<file path="src/rtl/usb4_logical_layer_lite.sv">
// Simplified USB4 logical layer: CLd/TRAINING/CL0 lane init, two-lane byte striping,
// and a small config-space register bank. No scrambler; enable_scr drives an external one.
module usb4_logical_layer_lite #(
  parameter logic [7:0] TS_SYM   = 8'hBC,
  parameter int         TS_COUNT = 16,
  parameter int         SB_DEB   = 4
) (
  input  logic        local_clk,
  input  logic        rst,
  input  logic        lane_disable,
  input  logic        c_read,
  input  logic        c_write,
  input  logic [7:0]  c_address,
  input  logic [31:0] c_data_in,
  output logic [31:0] c_data_out,
  input  logic [15:0] transport_layer_data_in,
  output logic [15:0] transport_layer_data_out,
  input  logic [7:0]  lane_0_rx_i,
  input  logic [7:0]  lane_1_rx_i,
  input  logic        data_incoming,
  input  logic        sbrx,
  output logic        sbtx,
  output logic [7:0]  lane_0_tx_o,
  output logic [7:0]  lane_1_tx_o,
  output logic        enable_scr
);

  typedef enum logic [1:0] {
    CLD      = 2'd0,
    TRAINING = 2'd1,
    CL0      = 2'd2
  } state_e;

  localparam int DEB_W = (SB_DEB   < 2) ? 1 : $clog2(SB_DEB);
  localparam int MW    = (TS_COUNT < 2) ? 1 : $clog2(TS_COUNT);
  localparam logic [31:0] ID_VAL = 32'h0054_4C31;

  state_e            state_q, state_d;
  logic [DEB_W-1:0]  deb_cnt_q, deb_cnt_d;
  logic [MW-1:0]     match_cnt_q, match_cnt_d;
  logic              scr_en_q, scr_en_d;
  logic [7:0]        lane_0_tx_q, lane_0_tx_d;
  logic [7:0]        lane_1_tx_q, lane_1_tx_d;
  logic [15:0]       rx_data_q, rx_data_d;
  logic [31:0]       c_data_out_q, c_data_out_d;

  logic [5:0]        addr_sel;
  logic              ctrl_wr;
  logic              retrain;
  logic              rx_match;
  logic              link_drop;
  logic [31:0]       match_ext;
  logic [7:0]        match_sat;
  logic [31:0]       rd_data;
  logic              unused_addr_lsbs;

  assign addr_sel         = c_address[7:2];
  assign unused_addr_lsbs = ^c_address[1:0];
  assign ctrl_wr          = c_write && (addr_sel == 6'd1);
  assign retrain          = ctrl_wr && c_data_in[1];
  assign rx_match         = (lane_0_rx_i == TS_SYM) && (lane_1_rx_i == TS_SYM);
  assign link_drop        = lane_disable || !sbrx;

  assign match_ext = 32'(match_cnt_q);
  assign match_sat = (match_ext > 32'd255) ? 8'hFF : match_ext[7:0];

  always_comb begin
    state_d     = state_q;
    deb_cnt_d   = deb_cnt_q;
    match_cnt_d = match_cnt_q;
    case (state_q)
      CLD: begin
        if (!lane_disable && sbrx) begin
          if (deb_cnt_q == DEB_W'(SB_DEB - 1)) begin
            state_d   = TRAINING;
            deb_cnt_d = '0;
          end else begin
            deb_cnt_d = deb_cnt_q + DEB_W'(1);
          end
        end else begin
          deb_cnt_d = '0;
        end
      end
      TRAINING: begin
        // Link drop outranks a completing match run in the same cycle.
        if (link_drop) begin
          state_d     = CLD;
          deb_cnt_d   = '0;
          match_cnt_d = '0;
        end else if (data_incoming) begin
          if (!rx_match) begin
            match_cnt_d = '0;
          end else if (match_cnt_q == MW'(TS_COUNT - 1)) begin
            state_d     = CL0;
            match_cnt_d = '0;
          end else begin
            match_cnt_d = match_cnt_q + MW'(1);
          end
        end
      end
      CL0: begin
        if (link_drop) begin
          state_d     = CLD;
          deb_cnt_d   = '0;
          match_cnt_d = '0;
        end else if (retrain) begin
          state_d     = TRAINING;
          match_cnt_d = '0;
        end
      end
      default: begin
        state_d     = CLD;
        deb_cnt_d   = '0;
        match_cnt_d = '0;
      end
    endcase
  end

  always_comb begin
    lane_0_tx_d = 8'h00;
    lane_1_tx_d = 8'h00;
    case (state_q)
      TRAINING: begin
        lane_0_tx_d = TS_SYM;
        lane_1_tx_d = TS_SYM;
      end
      CL0: begin
        lane_0_tx_d = transport_layer_data_in[7:0];
        lane_1_tx_d = transport_layer_data_in[15:8];
      end
      default: ;
    endcase

    rx_data_d = rx_data_q;
    if ((state_q == CL0) && data_incoming) begin
      rx_data_d = {lane_1_rx_i, lane_0_rx_i};
    end
  end

  // Reads see pre-write register contents, so a same-cycle write does not leak through.
  always_comb begin
    rd_data = 32'h0;
    case (addr_sel)
      6'd0:    rd_data = {16'h0, match_sat, 6'h0, state_q};
      6'd1:    rd_data = {31'h0, scr_en_q};
      6'd2:    rd_data = ID_VAL;
      default: rd_data = 32'h0;
    endcase

    c_data_out_d = c_read ? rd_data : c_data_out_q;
    scr_en_d     = ctrl_wr ? c_data_in[0] : scr_en_q;
  end

  always_ff @(posedge local_clk or negedge rst) begin
    if (!rst) begin
      state_q      <= CLD;
      deb_cnt_q    <= '0;
      match_cnt_q  <= '0;
      scr_en_q     <= 1'b0;
      lane_0_tx_q  <= 8'h00;
      lane_1_tx_q  <= 8'h00;
      rx_data_q    <= 16'h0;
      c_data_out_q <= 32'h0;
    end else begin
      state_q      <= state_d;
      deb_cnt_q    <= deb_cnt_d;
      match_cnt_q  <= match_cnt_d;
      scr_en_q     <= scr_en_d;
      lane_0_tx_q  <= lane_0_tx_d;
      lane_1_tx_q  <= lane_1_tx_d;
      rx_data_q    <= rx_data_d;
      c_data_out_q <= c_data_out_d;
    end
  end

  assign sbtx                     = (state_q != CLD);
  assign enable_scr               = (state_q == CL0) && scr_en_q;
  assign lane_0_tx_o              = lane_0_tx_q;
  assign lane_1_tx_o              = lane_1_tx_q;
  assign transport_layer_data_out = rx_data_q;
  assign c_data_out               = c_data_out_q;

endmodule

</file>
<file path="config.mk">
export PLATFORM = sky130hd
export DESIGN_NAME = usb4_logical_layer_lite
export DESIGN_NICKNAME = d
export VERILOG_FILES = /design/src/rtl/usb4_logical_layer_lite.sv
export SDC_FILE = /design/constraint.sdc
export NUM_CORES = 1
export LEC_CHECK = 0
export BUFFER_PORTS_ARGS = -buffer_cell sky130_fd_sc_hd__clkbuf_2
export CAP_MARGIN = 40
export CELL_PAD_IN_SITES_DETAIL_PLACEMENT = 1
export CELL_PAD_IN_SITES_GLOBAL_PLACEMENT = 2
export CORE_MARGIN = 3
export CORE_UTILIZATION = 26
export DETAILED_ROUTE_END_ITERATION = 10
export PLACE_DENSITY = 0.85
export SLEW_MARGIN = 15
export SYNTH_ARGS = -nofsm -noshare
export SYNTH_HDL_FRONTEND = slang
export SYNTH_SLANG_ARGS = --single-unit
</file>
<file path="constraint.sdc">
create_clock -name local_clk -period 2.9 [get_ports local_clk]
set_input_delay 0.435 -clock local_clk [delete_from_list [all_inputs] [get_ports local_clk]]
set_output_delay 0.435 -clock local_clk [all_outputs]
set_load 0.02 [all_outputs]
</file>
==> impl_results.md, run 1 <==
- Outcome: finished, final reports clean
- Crit path max fanout: 21
- Seq/Total Area, Yosys: approximately half
- Final Max Slew Viols: 0
- Post-route insts no fill: 406
- Ratio of cells with drive above 1 in the final layout: around 41%
- Post-Layout Inst Area: around 2900 um^2
- Synth Instances: 210
- Commonest non-fill, non-tap cell in the layout: clkbuf_2
- Crit end category: primary output
- Via Count: 1823
- DRC Markers: 0
- CTS tree: yes
- Number of hold buffers added after CTS: 0
- Fillers: 989
- Final period utilization: 79.2%
- Root buf cell: clkbuf_8
- VDD IR max: ~0.20 mV
- Clk sink count: 48
- Post-CTS setup buffers: 0
- H-Tree Depth: 2
- Layout area overhead: 24.2%
- Slew of the pin with the lowest slew margin: roughly 0.67 ns
- Initial drt markers: between 50 and 60
- Die Span X: 101 um
- Final net count: 385
- Data arrival, critical path: approximately 1.9 ns
- Type of origin of the critical path: flip-flop
- IO Pins: roughly 150
- ANT nets after route: 0
- Setup Crit Path Kind: reg2out
- Buffers added on ports: between 90 and 100
- Reg2reg start: state_q[1]
- All-Layer GR Usage: between 10% and 20%
- WL per Instance: around 14 um
- Library cells used by synthesis: 35
- Peak Freq: around 440 MHz
- Relative slew slack: around 55%
- Crit path to: enable_scr
- Vias per inst: roughly 4.5
- Register bit total from synthesis: between 40 and 50
- Max Cap Viol: 0
- Tmin final: roughly 2.3 ns
- Final Power: between 1.5 and 2 mW
- Final core occ: about a third
- Diode count: 0
- Worst slack, placed: 0.634 ns
- Leakage Power: approximately 1.5 nW
- Clk_lat worst skew: 0.30 ns
- Class of the worst hold path: in2async
- Reg clk slew, reported paths: around 0.090 ns
- Fin. Hold Viols: 0
- Router iterations before antenna repair: 4
- Syn Std Cell Area: about 2300 um^2
- R2r setup slk: about 0.65 ns
- Post-detail-place hpwl: around 4.4 mm
- Total grt overflow: 0
- Most frequent cells in the layout: clkbuf_2, dfrtp_1, conb_1, mux2_2, a21oi_1
- Fin worst setup slack: about 0.6 ns
- RSZ-0062 raised after global routing: no
- Die H: about 100 um
- Initial Utilization: roughly 28%
- Die area: roughly 10000 um^2
- Synth warnings: 0
- Placed inst area: roughly 2800 um^2
- Smallest hold slack: around 0.23 ns
- Initial antenna violation count: 0
- Post-CTS Resized: 0
- Fin Setup TNS: 0 ns
- Final GP Congestion: approximately 0.73
- Post-synthesis area per instance: 11.1 um^2
- Cell Rows: 33
- Worst EP required: 2.47 ns
- Pwr/cell area: about 570 nW/um^2
- Largest net degree at the start of global routing: just under 50
- Reg2reg path depth: 7
- Final Skew: approximately 0.0067 ns
- Core Region: approximately 8500 um^2
- Global-route wire length before repair: 9.09 mm
- CP startpoint: state_q[0]
- Placed cells: between 300 and 400
- CTS Buf Count: 5
- Vias in the first global route: ~1900
- WL final: 5.70 mm
- Clk buf depth: 2
- Setup Viol. Count Final: 0
- FF-to-FF End: match_cnt_q[3]
-- cells by family after synthesis --
logic type	after synthesis	synth area share [%]
muxes	17	8.22
and+or+nand+nor	57	15.3
buffers and inverters	42	10.8
DFF	48	51.6
adders and majority gates	6	3.22
other	1	0.161
AOI/OAI and AO/OA	39	10.7
-- routing by layer --
metal | routed length, um | track usage, % | part of all wire [%]
met2 | 2660 | 18.8 | 47
met3 | 678 | 4.64 | 12
met1 | 2330 | 13.6 | 41
met5 | 0 | 0 | 0
met4 | 26 | 2.49 | 0.46
-- cell type report --
cell class / instances / area, um^2 / share of cell area (%)
Sequential cell: 48 / 1200 / 41.5
Clock inverter: 3 / 18.8 / 0.649
Multi-Input combinational cell: 139 / 947 / 32.8
Inverter: 11 / 41.3 / 1.43
Clock buffer: 5 / 68.8 / 2.38
Timing Repair Buffer: 95 / 483 / 16.7
Tap cell: 105 / 131 / 4.54
-- power breakdown --
part	switching [mW]	internal (mW)
Combinational	0.313	0.173
Clock	0.232	0.169
Sequential	0.0303	0.739
-- worst max-delay path, cell delays in order, from the launching register on --
cell and delay (ns):
dfrtp_1 0.45, inv_1 0.11, ha_1 0.59, and2_1 0.24, clkbuf_2 0.17
-- worst min-delay path by stage --
stage                                 startpoint                      endpoint  slack [ns]  cells after the start
global placement     transport_layer_data_out[1]   transport_layer_data_out[1]        0.49                      1
CTS                                          rst                lane_0_tx_o[6]        0.27                      2
global route                                 rst                lane_0_tx_o[6]        0.26                      2
finish                                       rst                lane_0_tx_o[6]        0.23                      2
floorplan                                    rst                 c_data_out[0]        0.14                      0
detailed placement  transport_layer_data_out[13]  transport_layer_data_out[13]        0.50                      1
-- state kept, by name (all words and copies together) (netlist names) --
name and count:
c_data_out 7, match_cnt_q 4, transport_layer_data_out 16, deb_cnt_q 2, lane_1_tx_o 8, state_q 2
lane_0_tx_o 8, scr_en_q 1
-- synth_stat cells --
library cell  instances  area [um^2]
and4b_1               1         10.0
or4_1                 1         7.51
conb_1                1         3.75
or4bb_1               2         22.5
nand4b_1              2         17.5
a2bb2oi_1             2         17.5
nand2b_1              3         18.8
ha_1                  6         75.1
a21oi_1              16         80.1
o211ai_1              2         15.0
mux2_2               17          191
inv_1                11         41.3
and2_1                7         43.8
nor2_1                6         22.5
o41ai_2               1         16.3
nand3b_1              1         7.51
nor4_4                1         21.3
nor4_1                2         12.5
clkbuf_1              5         18.8
and3_1                1         6.26
o22ai_1               3         18.8
nand4_1               2         12.5
o31ai_2               1         12.5
dfrtp_1              48         1200
nor2b_1              13         81.3
buf_4                25          188
o41ai_1               2         17.5
nand4bb_1             1         11.3
a31oi_1               1         6.26
or2_4                 1         8.76
a311o_1               2         20.0
o21ai_0               9         45.0
nand2_1              10         37.5
nand3_1               3         15.0
buf_1                 1         3.75
(Power assumes the default switching activity.)
==> run 2, diff against run 1 <==
--- a/config.mk
+++ b/config.mk
@@ -5,14 +5,15 @@
 export SDC_FILE = /design/constraint.sdc
 export NUM_CORES = 1
 export LEC_CHECK = 0
+export ABC_AREA = 1
 export BUFFER_PORTS_ARGS = -buffer_cell sky130_fd_sc_hd__clkbuf_2
 export CAP_MARGIN = 40
 export CELL_PAD_IN_SITES_DETAIL_PLACEMENT = 1
 export CELL_PAD_IN_SITES_GLOBAL_PLACEMENT = 2
 export CORE_MARGIN = 3
-export CORE_UTILIZATION = 26
+export CORE_UTILIZATION = 21
 export DETAILED_ROUTE_END_ITERATION = 10
-export PLACE_DENSITY = 0.85
+export PLACE_DENSITY = 0.76
 export SLEW_MARGIN = 15
 export SYNTH_ARGS = -nofsm -noshare
 export SYNTH_HDL_FRONTEND = slang
==> constraint.sdc (replaced) <==
create_clock -name local_clk -period 1.85 [get_ports local_clk]
set_input_delay 0.2775 -clock local_clk [delete_from_list [all_inputs] [get_ports local_clk]]
set_output_delay 0.2775 -clock local_clk [all_outputs]
set_load 0.02 [all_outputs]
==> run 2 against run 1 <==
Compared with the run above:
- die area is 25% higher
- clock-buffer cell count stayed put
- utilization is 6.1 points lower
- synthesized area is 2.3% higher
- hold slack worse by 0.12 ns
- global-route usage is 1.5 points lower
- design area is 6.8% higher
- critical path depth stayed put
- sequential share of layout area is 2.6 points lower
- via count is 5.5% higher
- critical endpoint is now sbtx
- power grew to 2.6 times the previous value
- sequential power is 94% higher
==> impl_results.md, run 2 <==
- Outcome: finished, final reports clean
- H-Tree Depth: 2 (unchanged)
- Crit path largest cell delay: 0.41 ns (-0.18 ns)
- Via Count: 1923 (+5.5%)
- Cell Rows: 38 (+15%)
- IO Pins: 145 (unchanged)
- Reg clk slew, reported paths: 0.07 ns (-0.02 ns)
- Most used cell, CP: inv_1
- Ratio of cells with drive above 1 in the final layout: 38.4% (-2.8 points)
- Crit path max fanout: 5 (-76%)
- Met2 GRT Util: 17.3% (-1.6 points)
- CTS tree: yes
- Final Skew: 0.00424 ns (-0.00249 ns)
- Tmin final: about 1.7 ns
- Setup Crit Path Kind: reg2out
- Initial drt markers: 28 (-52%)
- Post-synth EDFFs: 0 (unchanged)
- Pwr/cell area: 1400 nW/um^2 (+140%)
- Die H: 113 um (+12%)
- Largest net degree at the start of global routing: 49 (unchanged)
- Vias in the first global route: 2034 (+8.4%)
- Max stage delay cell, worst path: dfrtp_1
- Total grt overflow: 0 (unchanged)
- Root buf cell: clkbuf_16
- Initial Utilization: 21.7% (-5.8 points)
- ANT nets after route: 0 (unchanged)
- Post-CTS setup buffers: 0 (unchanged)
- Clk buf depth: 2 (unchanged)
- Fin Setup TNS: 0 ns (unchanged)
- Initial antenna violation count: 0 (unchanged)
- Adder-cell share of the synthesized area: 3.15% (-0.073 points)
- Die Span X: 113 um (+12%)
- Clk sink count: 48 (unchanged)
- Reg2reg start: state_q[1]
- Post-synthesis mux area share: 6.62% (-1.6 points)
- Data arrival, critical path: 1.46 ns (-0.40 ns)
- WL final: 6.07 mm (+6.5%)
- VDD IR max: 0.649 mV (+220%)
- Vias per inst: 4.00 (-11%)
- Crit end category: primary output
- Top_reg_cell synth: dfrtp_1
- Buffers added on ports: 92 (unchanged)
- Peak Freq: just under 600 MHz
- Type of origin of the critical path: flip-flop
- Final GP Congestion: 0.771 (+6.4%)
- Fin. Hold Viols: 0 (unchanged)
- Final core occ: 28.1% (-6.1 points)
- Slew of the pin with the lowest slew margin: 0.623 ns (-0.0483 ns)
- Compound-Gate Fraction of Synth Area: 6.88% (-3.8 points)
- Largest family of logic cells by synthesized area: simple AND/OR/NAND/NOR gates
- Final net count: 426 (+11%)
- Met1 Track Usage GR: 11.7% (-1.9 points)
- Fillers: 1309 (+32%)
- Post-detail-place hpwl: 4.80 mm (+9.8%)
- Largest cells by area after synthesis: dfrtp_1, buf_4, nand2_1
- Max Cap Viol: 0 (unchanged)
- FF-to-FF End: state_q[0]
- Router iterations before antenna repair: 5 (+1)
- Post-synth top cells: dfrtp_1, nand2_1, buf_4, inv_1, a21oi_1
- Smallest hold slack: 0.111 ns (-0.118 ns)
- Placed inst area: 2890 um^2 (+3.0%)
- Core Region: 11000 um^2 (+30%)
- Synth async-reset ratio: 100% (unchanged)
- Met3 Resource Use GR: 3.18% (-1.5 points)
- Leakage Power: 1.73 nW (+14%)
- Synth warnings: 0 (unchanged)
- Most Crowded Layer GR: met2
- Register bit total from synthesis: 48 (unchanged)
- Share of the synthesized area in the top cell type: 50.4% (-1.2 points)
- Setup Viol. Count Final: 0 (unchanged)
- Simple-Gate Fraction of Synth Area: 18.6% (+3.3 points)
- All-Layer GR Usage: 9.75% (-1.5 points)
- Critical path buffers and inverters: 3 (+1)
- Crit path max-delay family: buffers and inverters
- Synth Instances: 251 (+20%)
- Final Max Slew Viols: 0 (unchanged)
- Library cells used by synthesis: 30 (-14%)
- Relative slew slack: 58.5% (+3.2 points)
- Class of the worst hold path: in2async
- Max FFs per register: 16 (unchanged)
- Reg2reg path depth: 8 (+1)
- Xor-xnor portion of the synthesized cell area: 0.368% (+0.37 points)
- Global-route wire length before repair: 10.0 mm (+11%)
- WL per Instance: 12.6 um (-10%)
- Post-Layout Inst Area: 3090 um^2 (+6.8%)
- CTS Buf Count: 5 (unchanged)
- Layout area overhead: 29.6%
- Cell Chain, Critical Path: inv_1, ha_1, inv_1, clkbuf_2
- Final period utilization: ~94%
- Syn Std Cell Area: 2380 um^2 (+2.3%)
- Seq/Total Area, Yosys: 50.4% (-1.2 points)
- Area leader, netlist: dfrtp_1
- Diode count: 0 (unchanged)
- Most frequent cells in the layout: clkbuf_2, nand2_1, dfrtp_1, inv_1, conb_1
- DRC Markers: 0 (unchanged)
- Clk_lat worst skew: 0.28 ns (-0.02 ns)
- Post-synthesis area per instance: 9.49 um^2 (-14%)
- Die area: 12700 um^2 (+25%)
- R2r setup slk: 0.25 ns (-0.40 ns)
- Worst EP required: 1.57 ns (-0.90 ns)
- Commonest non-fill, non-tap cell in the layout: clkbuf_2
- RSZ-0062 raised after global routing: no
[run 2: power by group]
part	switching [mW]	total [mW]	leakage, nW	internal, mW
Sequential	0.151	1.49	0.632	1.34
Clock	0.376	1.14	0.0899	0.767
Combinational	1.10	1.67	1.00	0.578
[run 2: final cells by class]
class / count / area [um^2] / share of cell area (%)
clock buffer: 5 / 125 / 4.05
inverter: 30 / 113 / 3.65
timing repair buffer: 94 / 475 / 15.4
clock inverter: 2 / 60.1 / 1.95
sequential: 48 / 1200 / 38.9
tap: 140 / 175 / 5.67
multi-input combinational: 162 / 937 / 30.4
[run 2: timing repair]
item | CTS | global route
gates resized for setup | 1 | 1
pin swaps | 0 | 0
hold buffers | 0 | 0
endpoints found under the setup margin | 1 | 1
[run 2: worst max path at each step]
stage / startpoint / cells past startpoint / slack [ns] / end
finish: state_q[0] / 4 / 0.12 / sbtx
global route: state_q[0] / 4 / 0.005 / sbtx
CTS: state_q[0] / 5 / 0.08 / enable_scr
detailed placement: state_q[0] / 4 / 0.14 / transport_layer_data_out[10]
global placement: state_q[0] / 4 / 0.17 / transport_layer_data_out[4]
floorplan: state_q[0] / 6 / 0.32 / enable_scr
[run 2: layer usage]
metal  vias to the layer above  wire length [um]
met5                         -                 0
met4                         0                27
met3                         2               461
met2                        68              3080
met1                       926              2500
li1                        927                 -
[run 2: stage by stage]
stage          setup slack [ns]  std cells  power [mW]
6_report                  0.117        481        4.31
2_1_floorplan             0.320        270        2.65
5_1_grt                 0.00497        481        4.64
3_5_place_dp              0.143        474        3.20
4_1_cts                  0.0773        481        4.38
3_3_place_gp              0.172        474        3.14
[run 2: logic make-up (layout without fill, tap and decap cells)]
group	count (synthesis)	in the layout
and+or+nand+nor	90	90
buffers and inverters	60	131
DFF	48	48
AOI/OAI and AO/OA	31	31
muxes	14	14
adders and majority gates	6	6
other	1	20
xor gates and xnor gates	1	1
